--- config.mk ---
export PLATFORM = sky130hd
export DESIGN_NAME = cv32e40p_tile_loader
export DESIGN_NICKNAME = d
export VERILOG_FILES = /design/src/rtl/cv32e40p_pkg.sv /design/src/rtl/cv32e40p_tile_addr_gen.sv /design/src/rtl/cv32e40p_tile_loader.sv
export SDC_FILE = /design/constraint.sdc
export NUM_CORES = 1
export LEC_CHECK = 0
export ABC_AREA = 1
export ABC_CLOCK_PERIOD_IN_PS = 47800
export CAP_MARGIN = 20
export CORE_AREA = 2 2 251 253
export DETAILED_ROUTE_END_ITERATION = 6
export DIE_AREA = 0 0 253 255
export PLACE_DENSITY = 0.79
export SKIP_CTS_REPAIR_TIMING = 1
export SYNTH_ARGS = -nofsm -noshare
export SYNTH_HDL_FRONTEND = slang
export SYNTH_HIERARCHICAL = 1
export SYNTH_SLANG_ARGS = --single-unit
--- constraint.sdc ---
create_clock -name clk -period 47.8 [get_ports clk]
set_input_delay 9.56 -clock clk [delete_from_list [all_inputs] [get_ports clk]]
set_output_delay 9.56 -clock clk [all_outputs]
set_load 0.01 [all_outputs]
--- src/rtl/cv32e40p_pkg.sv ---
// Shared tile-loader constants and the loader FSM state encoding.
package cv32e40p_pkg;

    localparam int unsigned TILE_DIM   = 4;
    localparam int unsigned TILE_WORDS = TILE_DIM * TILE_DIM;
    localparam int unsigned TILE_IDX_W = $clog2(TILE_WORDS);
    localparam int unsigned TILE_POS_W = $clog2(TILE_DIM);

    typedef enum logic [1:0] {
        TL_IDLE,
        TL_FETCH,
        TL_DRAIN,
        TL_PRESENT
    } tile_ld_state_e;

endpackage

--- src/rtl/cv32e40p_tile_addr_gen.sv ---
// Walks a TILE_DIM x TILE_DIM tile in row-major order with a running byte pointer,
// stepping by one word per column and by the row pitch on a column wrap.
module cv32e40p_tile_addr_gen
    import cv32e40p_pkg::*;
#(
    parameter int unsigned ADDR_W = 32
) (
    input  logic              clk,
    input  logic              rst,
    input  logic              load_i,
    input  logic [ADDR_W-1:0] base_i,
    input  logic [ADDR_W-1:0] pitch_i,
    input  logic              advance_i,
    output logic [ADDR_W-1:0] addr_o,
    output logic              last_o
);

    localparam logic [ADDR_W-1:0]     WORD_BYTES = ADDR_W'(4);
    localparam logic [ADDR_W-1:0]     COL_SPAN   = ADDR_W'((TILE_DIM - 1) * 4);
    localparam logic [ADDR_W-1:0]     ALIGN_MASK = ~ADDR_W'(3);
    localparam logic [TILE_POS_W-1:0] POS_LAST   = TILE_POS_W'(TILE_DIM - 1);

    logic [TILE_POS_W-1:0] row_q, row_d;
    logic [TILE_POS_W-1:0] col_q, col_d;
    logic [ADDR_W-1:0]     ptr_q, ptr_d;
    logic [ADDR_W-1:0]     pitch_q, pitch_d;

    always_comb begin
        row_d   = row_q;
        col_d   = col_q;
        ptr_d   = ptr_q;
        pitch_d = pitch_q;
        if (load_i) begin
            row_d   = '0;
            col_d   = '0;
            ptr_d   = base_i;
            pitch_d = pitch_i;
        end else if (advance_i) begin
            if (col_q == POS_LAST) begin
                // Jump back to column 0 of the next row without a multiplier.
                col_d = '0;
                row_d = row_q + TILE_POS_W'(1);
                ptr_d = ptr_q + pitch_q - COL_SPAN;
            end else begin
                col_d = col_q + TILE_POS_W'(1);
                ptr_d = ptr_q + WORD_BYTES;
            end
        end
    end

    always_ff @(posedge clk or posedge rst) begin
        if (rst) begin
            row_q   <= '0;
            col_q   <= '0;
            ptr_q   <= '0;
            pitch_q <= '0;
        end else begin
            row_q   <= row_d;
            col_q   <= col_d;
            ptr_q   <= ptr_d;
            pitch_q <= pitch_d;
        end
    end

    assign addr_o = ptr_q & ALIGN_MASK;
    assign last_o = (row_q == POS_LAST) && (col_q == POS_LAST);

endmodule

--- src/rtl/cv32e40p_tile_loader.sv ---
// Fetches one TILE_DIM x TILE_DIM tile over an OBI-style read port with up to
// MAX_OUT requests in flight, then presents it flattened on a valid/ready port.
module cv32e40p_tile_loader
    import cv32e40p_pkg::*;
#(
    parameter int unsigned DATA_W  = 32,
    parameter int unsigned ADDR_W  = 32,
    parameter int unsigned MAX_OUT = 2
) (
    input  logic                         clk,
    input  logic                         rst,
    input  logic                         start_i,
    input  logic [ADDR_W-1:0]            base_addr_i,
    input  logic [ADDR_W-1:0]            row_pitch_i,
    output logic                         busy_o,
    output logic                         done_o,
    output logic                         data_req_o,
    output logic [ADDR_W-1:0]            data_addr_o,
    input  logic                         data_gnt_i,
    input  logic                         data_rvalid_i,
    input  logic [DATA_W-1:0]            data_rdata_i,
    output logic                         tile_valid_o,
    input  logic                         tile_ready_i,
    output logic [TILE_WORDS*DATA_W-1:0] tile_data_o
);

    localparam logic [1:0]            MAX_OUT_L = 2'(MAX_OUT);
    localparam logic [TILE_IDX_W-1:0] RSP_LAST  = TILE_IDX_W'(TILE_WORDS - 1);

    tile_ld_state_e        state_q;
    logic                  busy_q;
    logic                  req_q;
    logic                  tile_valid_q;
    logic [1:0]            out_q, out_d;
    logic [TILE_IDX_W-1:0] rsp_cnt_q;
    logic [DATA_W-1:0]     buf_q [TILE_WORDS];

    logic gnt_acc, rsp_acc, rsp_last, addr_load, addr_last;

    assign addr_load = (state_q == TL_IDLE) && start_i;
    assign gnt_acc   = req_q && data_gnt_i;
    // Stray or pre-reset responses are dropped: only counted while something is in flight.
    assign rsp_acc   = data_rvalid_i && (out_q != 2'd0)
                       && ((state_q == TL_FETCH) || (state_q == TL_DRAIN));
    assign rsp_last  = (rsp_cnt_q == RSP_LAST);

    always_comb begin
        out_d = out_q;
        if (gnt_acc) out_d = out_d + 2'd1;
        if (rsp_acc) out_d = out_d - 2'd1;
    end

    cv32e40p_tile_addr_gen #(
        .ADDR_W (ADDR_W)
    ) u_addr_gen (
        .clk       (clk),
        .rst       (rst),
        .load_i    (addr_load),
        .base_i    (base_addr_i),
        .pitch_i   (row_pitch_i),
        .advance_i (gnt_acc),
        .addr_o    (data_addr_o),
        .last_o    (addr_last)
    );

    always_ff @(posedge clk or posedge rst) begin
        if (rst) begin
            state_q      <= TL_IDLE;
            busy_q       <= 1'b0;
            req_q        <= 1'b0;
            tile_valid_q <= 1'b0;
            out_q        <= '0;
            rsp_cnt_q    <= '0;
            for (int unsigned k = 0; k < TILE_WORDS; k++) buf_q[k] <= '0;
        end else begin
            out_q <= out_d;
            if (rsp_acc) begin
                buf_q[rsp_cnt_q] <= data_rdata_i;
                rsp_cnt_q        <= rsp_cnt_q + TILE_IDX_W'(1);
            end
            unique case (state_q)
                TL_IDLE: begin
                    if (start_i) begin
                        state_q   <= TL_FETCH;
                        busy_q    <= 1'b1;
                        req_q     <= 1'b1;
                        out_q     <= '0;
                        rsp_cnt_q <= '0;
                    end
                end
                TL_FETCH: begin
                    // req only drops on a grant, so an ungranted request stays put.
                    if (gnt_acc && addr_last) begin
                        state_q <= TL_DRAIN;
                        req_q   <= 1'b0;
                    end else begin
                        req_q <= (out_d < MAX_OUT_L);
                    end
                end
                TL_DRAIN: begin
                    if (rsp_acc && rsp_last) begin
                        state_q      <= TL_PRESENT;
                        tile_valid_q <= 1'b1;
                    end
                end
                TL_PRESENT: begin
                    if (tile_ready_i) begin
                        state_q      <= TL_IDLE;
                        tile_valid_q <= 1'b0;
                        busy_q       <= 1'b0;
                    end
                end
                default: state_q <= TL_IDLE;
            endcase
        end
    end

    assign busy_o       = busy_q;
    assign data_req_o   = req_q;
    assign tile_valid_o = tile_valid_q;
    assign done_o       = tile_valid_q && tile_ready_i;

    for (genvar k = 0; k < TILE_WORDS; k++) begin : g_flat
        assign tile_data_o[k*DATA_W +: DATA_W] = buf_q[k];
    end

endmodule

==> summary.md <==
| Metric | Value |
|---|---|
| Met2 routed wirelength | approximately 45000 um |
| Overall die height | 255 um |
| Synthesized instance count | approximately 3000 |
| Max Fanout on Critical Path | 3 |
| Worst Tran Pin Value | ~1.1 ns |
| Clock net sink count | 591 |
| Yosys top cell by area | dfrtp_1 |
| Total Negative Setup Slacks | 0 ns |
| CP Class | primary input to output pin |
| DP Wirelength | ~66000 um |
| Number of global-route vias before repair | between 20000 and 25000 |
| Cell at the root of the clock tree | clkbuf_16 |
| Global-route total usage across every layer | a little under 30% |
| Final layout net count | roughly 3700 |
| Input/output buffers | ~650 |
| Setup violators final | 0 |
| Netlist area before placement | between 0.02 and 0.03 mm2 |
| Pleak | 16.6 nW |
| Fraction of post-synthesis cell area in the top cell type by area | a little under three fifths |
| Yosys warnings | 6 |
| Routed wl met3 | around 9000 um |
| Max-cap violations | 0 |
| Worst Path Required | around 38 ns |
| Syn Area/Cell | 8.72 um2 |
| Met1 wire length | 36000 um |
| Clock tree from TritonCTS | yes |
| Shortest clock period the worst path allows after layout | between 20 and 25 ns |
| Worst-case headroom to the max-slew limit | approximately 28% |
| EDFF count, synth | 0 |
| Final worst clock skew | around 0.066 ns |
| Power consumption | ~2.5 mW |
| Antenna-violating nets left | 0 |
| Max-slew violation count | 0 |
| Layout overhead on the synthesized area | 34.2% |
| Number of cell rows | 92 |
| Final routed DRC violation total | 0 |
| Number of hold-slack violations in the final timing report | 0 |
| N_diodes | 0 |
| Maximum VDD drop | between 0.00004 and 0.00005 V |
| Power density of the placed cells | 70.3 mW/mm2 |
| Clock slew at the register clock pins of the worst setup and hold paths | around 0.060 ns |
| Yosys reg bits | around 590 |
| Final weighted congestion of routability-driven global placement | around 0.94 |
| Main synth FF type | dfrtp_1 |
| Crit start category | primary input |
| Endpoint kind of the worst setup timing path | output pin |
| WL final | roughly 95000 um |
| Antenna violations before repair | 1 |
| WP data arrival | ~11 ns |
| Width of the chip | between 200 and 300 um |
| Maximum level of the CTS H-tree | 2 |
| Outcome | finished clean |
| Core Footprint | between 0.06 and 0.07 mm2 |
| Insertion delay to the later sink of the worst-skew pair | roughly 0.67 ns |
| Routed via count | approximately 23000 |
| Maximum number of pins on one net before global-route repair | ~180 |
| Async S/R FF share, synth | 100% |
| Iteration count of the initial detailed-routing pass | 5 |
| Hold crit path type | register to register |
| Final Cycle Share | a little over two fifths |
| Number of ports placed on the die boundary | 650 |
| Ratio of routed vias to standard cells | around 5.2 |
| Number of buffers between clock root and the deepest sink | 3 |
| Fraction of final layout cells sized beyond drive strength 1 | under 10% |
| Register area share after synthesis | 56.4% |
| Routed length per instance | 21.6 um |
| Achievable clock frequency | around 49 MHz |
| Clock buffer count from CTS | between 60 and 70 |
| DR top layer | met4 |
| Setup repair after global routing missed its margin | no |
| Global-route wire length before repair | between 100000 and 150000 um |
| Distinct cell type count of the synthesized netlist | 47 |
| Overflow left after global routing | 0 |
| Starting DRT DRC Count | approximately 1900 |
| Effective utilization at floorplan | between 40% and 50% |
| Total die area | around 0.065 mm2 |
| Main area contributors after synthesis | dfrtp_1, nand2_1, o21ai_0 |
-- layout make-up --
cell class / instances / area, um2
Tap cell: 799 / 1000
Clock buffer: 80 / 1720
Timing Repair Buffer: 665 / 6700
Multi-Input combinational cell: 1930 / 9370
Sequential cell: 591 / 14800
Inverter: 301 / 1140
Fill cell: 5377 / 26900
Clock inverter: 34 / 508
-- worst max-delay path: stages --
cell and delay, ns:
clkdlybuf4s50_1 0.52, nand2_1 0.07, inv_1 0.06, clkdlybuf4s50_1 0.53
-- where the power goes --
part	internal, mW	switching (mW)	total, mW
Combinational	0.496	0.686	1.18
Sequential	0.662	0.110	0.771
Clock	0.305	0.217	0.522
-- path summary, 6_finish.rpt --
check                                                 from                         endpoint  slack (ns)  cells past startpoint
max in group asynchronous                              rst     tile_data_o[244]$_DFFE_PP0P_       36.09                      4
min reg2reg                u_addr_gen/col_q[0]$_DFFE_PP0P_  u_addr_gen/col_q[0]$_DFFE_PP0P_        0.48                      1
max reg2reg                         state_q[1]$_DFFE_PP0P_      tile_data_o[99]$_DFFE_PP0P_       44.47                      6
min in group asynchronous                              rst     tile_data_o[215]$_DFFE_PP0P_        9.42                      2
max                                           tile_ready_i                           done_o       27.50                      4
min                        u_addr_gen/col_q[0]$_DFFE_PP0P_  u_addr_gen/col_q[0]$_DFFE_PP0P_        0.48                      1
-- sequential cells by signal (all words and copies together) (netlist names) --
name / count
tile_data_o: 512
u_addr_gen/pitch_q: 32
u_addr_gen/ptr_q: 32
rsp_cnt_q: 4
out_q: 2
state_q: 2
u_addr_gen/col_q: 2
u_addr_gen/row_q: 2
busy_o: 1
data_req_o: 1
tile_valid_o: 1
-- logic make-up after synthesis --
kind of cell,count (synthesis),synth area share [%]
AO/OA/AOI/OAI,654,12.7
XOR/XNOR,15,0.501
adder cells (fa/ha/maj),74,3.56
buffers and inverters,490,7.99
flip-flops,591,56.4
other,1,0.0143
AND/OR/NAND/NOR,1185,18.9
-- placed cells by master, fill, tap and decap left out, drive strengths merged, types with 12 or more instances in the layout --
cell type / n
nand2: 948
clkdlybuf4s50: 647
dfrtp: 591
o21ai: 583
inv: 301
nor2: 115
nand3: 80
clkbuf: 80
ha: 73
a21oi: 46
nand4: 25
clkinv: 20
buf: 18
xor2: 12
nor3: 12
-- routing by layer --
layer	GRT usage, %	vias to the layer above
met1	34.4	10954
met2	47.9	914
li1	-	10640
met4	12.2	0
met5	0	-
met3	9.81	227
-- per-stage QoR --
step	instance area [um2]	setup slack (ns)	util, %	cells	hold slack (ns)
3_5_place_dp	32900	27.49	52.9	4282	0.467
5_1_grt	35200	27.45	56.7	4400	0.499
2_1_floorplan	26200	23.63	-	3011	0.440
4_1_cts	35100	27.49	56.5	4396	0.475
6_report	35200	27.50	56.7	4400	0.481
3_3_place_gp	32900	27.53	52.9	4282	0.456
-- cell usage after synthesis, types with 15 or more instances --
master	instances
nand2_1	946
dfrtp_1	591
o21ai_0	418
inv_1	288
o21ai_1	165
nor2_1	109
nand3_1	79
ha_1	73
buf_2	69
clkbuf_1	69
a21oi_1	46
buf_4	33
nand4_4	15
No activity file was read; power rests on OpenSTA's default activity.
